`src/rtl/axi_cpu_master_port.sv`:
```
// CPU/cache-side burst request to AXI4 INCR master port.
// One transaction in flight: AR then R, or AW then W then B.
module axi_cpu_master_port #(
  parameter logic [3:0] MASTER_ID = 4'd0,
  parameter int         ADDR_W    = 32,
  parameter int         DATA_W    = 32
) (
  input  logic              clk,
  input  logic              rst,
  // CPU/cache request side
  input  logic              req_valid,
  output logic              req_ready,
  input  logic              req_write,
  input  logic [ADDR_W-1:0] req_addr,
  input  logic [3:0]        req_len,
  input  logic              wr_valid,
  output logic              wr_ready,
  input  logic [DATA_W-1:0] wr_data,
  input  logic [3:0]        wr_strb,
  output logic              rd_valid,
  output logic [DATA_W-1:0] rd_data,
  output logic              rd_last,
  output logic              resp_valid,
  output logic [1:0]        resp_err,
  // AXI write address channel
  output logic [3:0]        m_awid,
  output logic [ADDR_W-1:0] m_awaddr,
  output logic [3:0]        m_awlen,
  output logic [2:0]        m_awsize,
  output logic [1:0]        m_awburst,
  output logic              m_awvalid,
  input  logic              m_awready,
  // AXI write data channel
  output logic [DATA_W-1:0] m_wdata,
  output logic [3:0]        m_wstrb,
  output logic              m_wlast,
  output logic              m_wvalid,
  input  logic              m_wready,
  // AXI write response channel
  input  logic [3:0]        m_bid,
  input  logic [1:0]        m_bresp,
  input  logic              m_bvalid,
  output logic              m_bready,
  // AXI read address channel
  output logic [3:0]        m_arid,
  output logic [ADDR_W-1:0] m_araddr,
  output logic [3:0]        m_arlen,
  output logic [2:0]        m_arsize,
  output logic [1:0]        m_arburst,
  output logic              m_arvalid,
  input  logic              m_arready,
  // AXI read data channel
  input  logic [3:0]        m_rid,
  input  logic [DATA_W-1:0] m_rdata,
  input  logic [1:0]        m_rresp,
  input  logic              m_rlast,
  input  logic              m_rvalid,
  output logic              m_rready
);

  typedef enum logic [2:0] {IDLE, AR, R, AW, W, B} state_t;

  state_t            state;
  logic [ADDR_W-1:0] addr;
  logic [3:0]        len;
  logic [3:0]        cnt;
  logic [1:0]        err;
  logic              bad;
  logic              arvalid_q;
  logic              awvalid_q;
  logic              rready_q;
  logic              bready_q;

  // bad records an RID mismatch or a beat beyond len seen before RLAST
  always_ff @(posedge clk) begin
    if (rst) begin
      state      <= IDLE;
      addr       <= '0;
      len        <= '0;
      cnt        <= '0;
      err        <= '0;
      bad        <= 1'b0;
      arvalid_q  <= 1'b0;
      awvalid_q  <= 1'b0;
      rready_q   <= 1'b0;
      bready_q   <= 1'b0;
      resp_valid <= 1'b0;
      resp_err   <= '0;
    end else begin
      resp_valid <= 1'b0;
      case (state)
        IDLE: begin
          if (req_valid) begin
            addr <= req_addr;
            len  <= req_len;
            cnt  <= '0;
            err  <= '0;
            bad  <= 1'b0;
            if (req_write) begin
              state     <= AW;
              awvalid_q <= 1'b1;
            end else begin
              state     <= AR;
              arvalid_q <= 1'b1;
            end
          end
        end
        AR: begin
          if (m_arready) begin
            arvalid_q <= 1'b0;
            rready_q  <= 1'b1;
            state     <= R;
          end
        end
        R: begin
          if (m_rvalid) begin
            if (m_rlast) begin
              rready_q   <= 1'b0;
              state      <= IDLE;
              resp_valid <= 1'b1;
              resp_err   <= (bad || m_rid != MASTER_ID || cnt != len) ? 2'b10 : (err | m_rresp);
            end else begin
              err <= err | m_rresp;
              if (m_rid != MASTER_ID || cnt == len) bad <= 1'b1;
              if (cnt != len) cnt <= cnt + 4'd1;
            end
          end
        end
        AW: begin
          if (m_awready) begin
            awvalid_q <= 1'b0;
            state     <= W;
          end
        end
        W: begin
          if (wr_valid && m_wready) begin
            if (cnt == len) begin
              state    <= B;
              bready_q <= 1'b1;
            end else begin
              cnt <= cnt + 4'd1;
            end
          end
        end
        B: begin
          if (m_bvalid) begin
            bready_q   <= 1'b0;
            state      <= IDLE;
            resp_valid <= 1'b1;
            resp_err   <= (m_bid != MASTER_ID) ? 2'b10 : (err | m_bresp);
          end
        end
        default: state <= IDLE;
      endcase
    end
  end

  assign req_ready = (state == IDLE) && !rst;

  assign m_arid    = MASTER_ID;
  assign m_araddr  = addr;
  assign m_arlen   = len;
  assign m_arsize  = 3'b010;
  assign m_arburst = 2'b01;
  assign m_arvalid = arvalid_q && !rst;

  assign m_awid    = MASTER_ID;
  assign m_awaddr  = addr;
  assign m_awlen   = len;
  assign m_awsize  = 3'b010;
  assign m_awburst = 2'b01;
  assign m_awvalid = awvalid_q && !rst;

  // Write data is a pass-through gated to the W state only
  assign m_wvalid  = (state == W) && wr_valid && !rst;
  assign wr_ready  = (state == W) && m_wready && !rst;
  assign m_wdata   = wr_data;
  assign m_wstrb   = wr_strb;
  assign m_wlast   = (state == W) && (cnt == len);

  assign m_bready  = bready_q && !rst;

  assign m_rready  = rready_q && !rst;
  assign rd_valid  = rready_q && m_rvalid && !rst;
  assign rd_data   = m_rdata;
  assign rd_last   = rready_q && m_rlast && !rst;

endmodule

```
`config.mk`:
```
export PLATFORM = sky130hd
export DESIGN_NAME = axi_cpu_master_port
export DESIGN_NICKNAME = d
export VERILOG_FILES = /design/src/rtl/axi_cpu_master_port.sv
export SDC_FILE = /design/constraint.sdc
export NUM_CORES = 1
export LEC_CHECK = 0
export ABC_AREA = 1
export BUFFER_PORTS_ARGS = -buffer_cell sky130_fd_sc_hd__buf_4
export CORE_AREA = 5 5 113 115
export CTS_BUF_LIST = sky130_fd_sc_hd__clkbuf_4
export DETAILED_ROUTE_END_ITERATION = 6
export DIE_AREA = 0 0 118 120
export PLACE_DENSITY = 0.68
export SETUP_SLACK_MARGIN = 0.4
export SYNTH_ARGS = -nofsm -noshare
export SYNTH_HDL_FRONTEND = slang
export SYNTH_SLANG_ARGS = --single-unit
```
`constraint.sdc`:
```
create_clock -name clk -period 1.2 [get_ports clk]
set_input_delay 0.12 -clock clk [delete_from_list [all_inputs] [get_ports clk]]
set_output_delay 0.12 -clock clk [all_outputs]
set_load 0.1 [all_outputs]
```
==> impl_table.tex <==
\begin{tabular}{lr}
\hline
Metric & Value \\
\hline
\multicolumn{2}{l}{\textbf{Run status}} \\
\quad Status & finished, violations left \\
\quad Violated checks & negative setup slack \\
\multicolumn{2}{l}{\textbf{Timing}} \\
\quad Timing-limited maximum frequency & about 600 MHz \\
\quad Post-route clock skew & around 19 ps \\
\quad Tightest slew margin relative to the limit & 62.3\% \\
\quad Final min period & 1660 ps \\
\quad Total of endpoints with negative setup slack in the final report & between 60 and 70 \\
\quad Worst Hold Slack & roughly 48 ps \\
\quad Transition time of the tightest slew-check pin & 566 ps \\
\quad Slew Viols, Final & 0 \\
\quad Unrepaired setup endpoints after global routing & true \\
\quad Part of the cycle the worst path needs & 139\% \\
\quad Hold violation total from the final report & 0 \\
\quad Final setup margin & -462 ps \\
\multicolumn{2}{l}{\textbf{Placed design}} \\
\quad Detailed placement HPWL & roughly 10000 um \\
\quad Placer Congestion & between 0.8 and 0.9 \\
\quad Instance area at placement & about 4300 um2 \\
\quad Number of port buffers & 143 \\
\multicolumn{2}{l}{\textbf{Global route}} \\
\quad Global route total overflow & 0 \\
\quad Global router's overall resource usage & 21.6\% \\
\quad Wire length of the first global-routing pass & roughly 24000 um \\
\quad Initial antenna violation count & 1 \\
\quad Via count of the first global-routing pass & $\sim$4000 \\
\quad Largest net degree at the start of global routing & 33 \\
\multicolumn{2}{l}{\textbf{Clock tree}} \\
\quad Root buffer cell & sky130\_fd\_sc\_hd\_\_clkbuf\_4 \\
\quad Worst skew pair latency & between 300 and 400 ps \\
\quad CTS tree & yes \\
\quad Number of buffers on the longest clock path & 2 \\
\quad Total clock sinks & 53 \\
\quad Total CTS buffers & 5 \\
\quad Count of H-tree levels built during CTS & 2 \\
\quad Clock-pin slew of the registers on the worst-case setup and hold paths & 170 ps \\
\multicolumn{2}{l}{\textbf{Route}} \\
\quad Via count & 3823 \\
\quad ANT nets after route & 0 \\
\quad DRC violations left & 0 \\
\quad Average vias per placed instance & roughly 4.8 \\
\quad DRC violation total after the first TritonRoute iteration & $\sim$260 \\
\quad Number of optimization iterations in the first detailed-route pass & 4 \\
\quad Routed wire length per instance & roughly 22 um \\
\quad Total wire length after detailed routing & 17800 um \\
\multicolumn{2}{l}{\textbf{Worst setup path}} \\
\quad Data arrival time of the critical path & 1970 ps \\
\quad Worst Setup Path Type & reg2reg \\
\quad Launching element type of the critical path & flip-flop \\
\quad Crit Path Max Fanout & 5 \\
\quad Cells traversed along the worst timing path & inv\_6 -> buf\_4 -> nand2\_1 -> o21ai\_2 -> nand2\_2 -> nor2\_4 -> nand4\_1 -> a21oi\_2 \\
\quad Worst path max stage delay & 400 ps \\
\quad Top cell family by delay on the critical path & simple AND/OR/NAND/NOR gates \\
\quad Nature of the critical path endpoint & flip-flop \\
\quad Standard cell with the maximum stage delay on the critical path & sky130\_fd\_sc\_hd\_\_dfxtp\_4 \\
\quad Total buffers and inverters traversed by the critical path & 2 \\
\quad Worst EP required & approximately 1500 ps \\
\multicolumn{2}{l}{\textbf{Die}} \\
\quad Overall die area & approximately 14000 um2 \\
\quad Effective utilization at floorplan & 29.0\% \\
\quad Die outline height & between 100 and 150 um \\
\quad Cell row count & 40 \\
\quad Die Span X & roughly 120 um \\
\quad Boundary Pins & a little under 300 \\
\quad Core footprint & 11700 um2 \\
\multicolumn{2}{l}{\textbf{Synth}} \\
\quad Cells after synthesis & roughly 470 \\
\quad Dominant cells by area after synthesis & sky130\_fd\_sc\_hd\_\_dfxtp\_1, sky130\_fd\_sc\_hd\_\_buf\_4, sky130\_fd\_sc\_hd\_\_nand2\_1, sky130\_fd\_sc\_hd\_\_a21oi\_1, sky130\_fd\_sc\_hd\_\_nand3\_1 \\
\quad Cell area after synthesis & about 3400 um2 \\
\quad Cell type with the largest total area after synthesis & sky130\_fd\_sc\_hd\_\_dfxtp\_1 \\
\quad Avg Cell Area, Syn & between 7 and 8 um2 \\
\quad Count of different cell masters after synthesis & 32 \\
\quad Synth Register Bits & between 50 and 60 \\
\quad Fraction of synthesized cell area taken by the top area cell type & between 30\% and 40\% \\
\quad Count of synthesis-stage warnings from yosys & 0 \\
\quad Sequential-to-total area share from yosys stat & 31.2\% \\
\multicolumn{2}{l}{\textbf{Final layout}} \\
\quad Post-layout util & around 64\% \\
\quad Synth-to-layout area growth & 120\% \\
\quad Fill cell instance count of the final layout & a little under 800 \\
\quad Layout cell share with drive strength beyond 1 & approximately three quarters \\
\quad Final nets & between 700 and 800 \\
\quad Design Area, Final & 7480 um2 \\
\multicolumn{2}{l}{\textbf{Power}} \\
\quad Cell Pwr Density & 2440 nW/um2 \\
\quad Total leakage power & 0.00309 uW \\
\quad Worst VDD drop & between 1.5 and 2 mV \\
\multicolumn{2}{l}{\textbf{Min path}} \\
\quad Hold crit path type & in2reg \\
\multicolumn{2}{l}{\textbf{Job}} \\
\quad Max-cap violation count & 0 \\
\hline
\end{tabular}
[layout by cell type, fill, tap and decap left out, types with 2 or more instances in the layout]
master / instances
sky130_fd_sc_hd__buf_4: 123
sky130_fd_sc_hd__buf_12: 95
sky130_fd_sc_hd__nand2_1: 42
sky130_fd_sc_hd__a21oi_2: 41
sky130_fd_sc_hd__dlygate4sd3_1: 39
sky130_fd_sc_hd__dfxtp_4: 39
sky130_fd_sc_hd__nand2_2: 27
sky130_fd_sc_hd__buf_6: 27
sky130_fd_sc_hd__nand3_2: 22
sky130_fd_sc_hd__conb_1: 18
sky130_fd_sc_hd__nor2_4: 17
sky130_fd_sc_hd__nand2_4: 17
sky130_fd_sc_hd__nor2_1: 15
sky130_fd_sc_hd__inv_2: 14
sky130_fd_sc_hd__inv_1: 12
sky130_fd_sc_hd__nand3_4: 12
sky130_fd_sc_hd__dfxtp_2: 11
sky130_fd_sc_hd__nand4_1: 7
sky130_fd_sc_hd__nor2_2: 6
sky130_fd_sc_hd__a21oi_1: 6
sky130_fd_sc_hd__buf_16: 6
sky130_fd_sc_hd__inv_6: 5
sky130_fd_sc_hd__nand2_8: 5
sky130_fd_sc_hd__o21ai_2: 5
sky130_fd_sc_hd__clkbuf_4: 5
sky130_fd_sc_hd__nand3b_1: 4
sky130_fd_sc_hd__nand3_1: 4
sky130_fd_sc_hd__dfxtp_1: 3
sky130_fd_sc_hd__nor3_4: 2
sky130_fd_sc_hd__o21ai_4: 2
sky130_fd_sc_hd__o21ai_1: 2
sky130_fd_sc_hd__xor2_1: 2
sky130_fd_sc_hd__buf_8: 2
[layout make-up]
| type | count | area, um2 | share of cell area (%) |
|---|---|---|---|
| diodes | 1 | 2.50 | 0.0335 |
| clock buffers | 5 | 37.5 | 0.502 |
| clock inverters | 3 | 46.3 | 0.619 |
| inverters | 32 | 148 | 1.97 |
| multi-input cells | 264 | 2100 | 28.1 |
| flip-flops and latches | 53 | 1220 | 16.3 |
| well taps | 147 | 184 | 2.46 |
| repair buffers | 293 | 3740 | 50.0 |
[logic make-up (layout without fill, tap and decap cells)]
family | after synthesis | count (layout) | share of synthesized area (%)
compound gates | 60 | 60 | 9.32
flops | 53 | 53 | 31.2
buf+inv | 173 | 333 | 33.8
fa+ha+maj | 1 | 1 | 0.368
xor+xnor | 2 | 2 | 0.516
simple gates | 182 | 183 | 24.5
other cells | 2 | 19 | 0.221
[per-layer routing]
layer  wire (um)  share of wire [%]  GRT usage, %  vias to the layer above
li1            -                  -             -                     1729
met1        5150                 29          19.2                     1775
met2        9840                 55          41.8                      266
met3        2100                 12          11.4                       51
met4         685                3.8          6.38                        2
met5          26               0.15          1.47                        -
[stage by stage]
step	setup WS (ps)	cells	TNS [ps]	power [uW]
floorplan	-436	489	-3380	11200
global placement	-216	678	-5120	10800
detailed placement	-250	678	-6980	10900
CTS	-370	769	-12980	16400
global route	-498	798	-20590	18900
finish	-462	798	-16300	18200
[repair_timing]
action	in CTS	in global routing
setup endpoints to repair	138	138
hold buffers	36	3
cloned	6	2
setup buffers	41	23
hold endpoints to repair	39	3
pin swaps	61	50
resized for setup	396	104
[final timing paths]
| path | endpoint | startpoint | cells after the start | slack, ps |
|---|---|---|---|---|
| hold / removal | awvalid_q$_SDFFE_PP0P_ | m_awready | 4 | 50 |
| setup / recovery | cnt[3]$_SDFFE_PP0P_ | state[0]$_SDFFE_PP0P_ | 8 | -460 |
| hold reg to reg | err[1]$_SDFFE_PP0P_ | err[1]$_SDFFE_PP0P_ | 2 | 500 |
| setup reg to reg | cnt[3]$_SDFFE_PP0P_ | state[0]$_SDFFE_PP0P_ | 8 | -460 |
[Yosys cell counts]
master	count
sky130_fd_sc_hd__nor2_8	1
sky130_fd_sc_hd__o211ai_1	1
sky130_fd_sc_hd__nand3b_1	4
sky130_fd_sc_hd__o21ai_2	1
sky130_fd_sc_hd__nand3_1	38
sky130_fd_sc_hd__nor4_1	1
sky130_fd_sc_hd__dfxtp_1	53
sky130_fd_sc_hd__nor2_1	32
sky130_fd_sc_hd__o21ai_1	1
sky130_fd_sc_hd__nor2_2	4
sky130_fd_sc_hd__conb_1	2
sky130_fd_sc_hd__a21oi_1	47
sky130_fd_sc_hd__nor3_2	1
sky130_fd_sc_hd__nor2_4	2
sky130_fd_sc_hd__xor2_1	2
sky130_fd_sc_hd__clkbuf_1	5
sky130_fd_sc_hd__inv_1	26
sky130_fd_sc_hd__o21ai_0	8
sky130_fd_sc_hd__nor3_1	2
sky130_fd_sc_hd__inv_2	4
sky130_fd_sc_hd__nand2_1	85
sky130_fd_sc_hd__clkinv_1	1
sky130_fd_sc_hd__inv_6	1
sky130_fd_sc_hd__nand2_4	1
sky130_fd_sc_hd__nand4_1	7
sky130_fd_sc_hd__o21a_1	1
sky130_fd_sc_hd__o22ai_2	1
sky130_fd_sc_hd__ha_1	1
sky130_fd_sc_hd__nand2_2	4
sky130_fd_sc_hd__buf_4	124
sky130_fd_sc_hd__buf_6	2
sky130_fd_sc_hd__buf_2	10
[power by group]
group	switching [uW]	total [uW]	internal (uW)
clock	600	1040	442
combinational	8210	14300	6060
sequential	611	2900	2290
[state kept, by name, summed over array words and instances, names as in the netlist, 2 cells and up]
signal / cells
m_araddr: 32
err: 2
resp_err: 2
state: 3
m_arlen: 4
cnt: 4
[worst reg2reg max path: cells and delay by family (launching register included)]
family / cells / cell delay [ps]
AND/OR/NAND/NOR: 4 / 580
buffers and inverters: 2 / 210
flip-flops: 1 / 400
AO/OA/AOI/OAI: 2 / 420
Power figures use the tool's default switching activity.
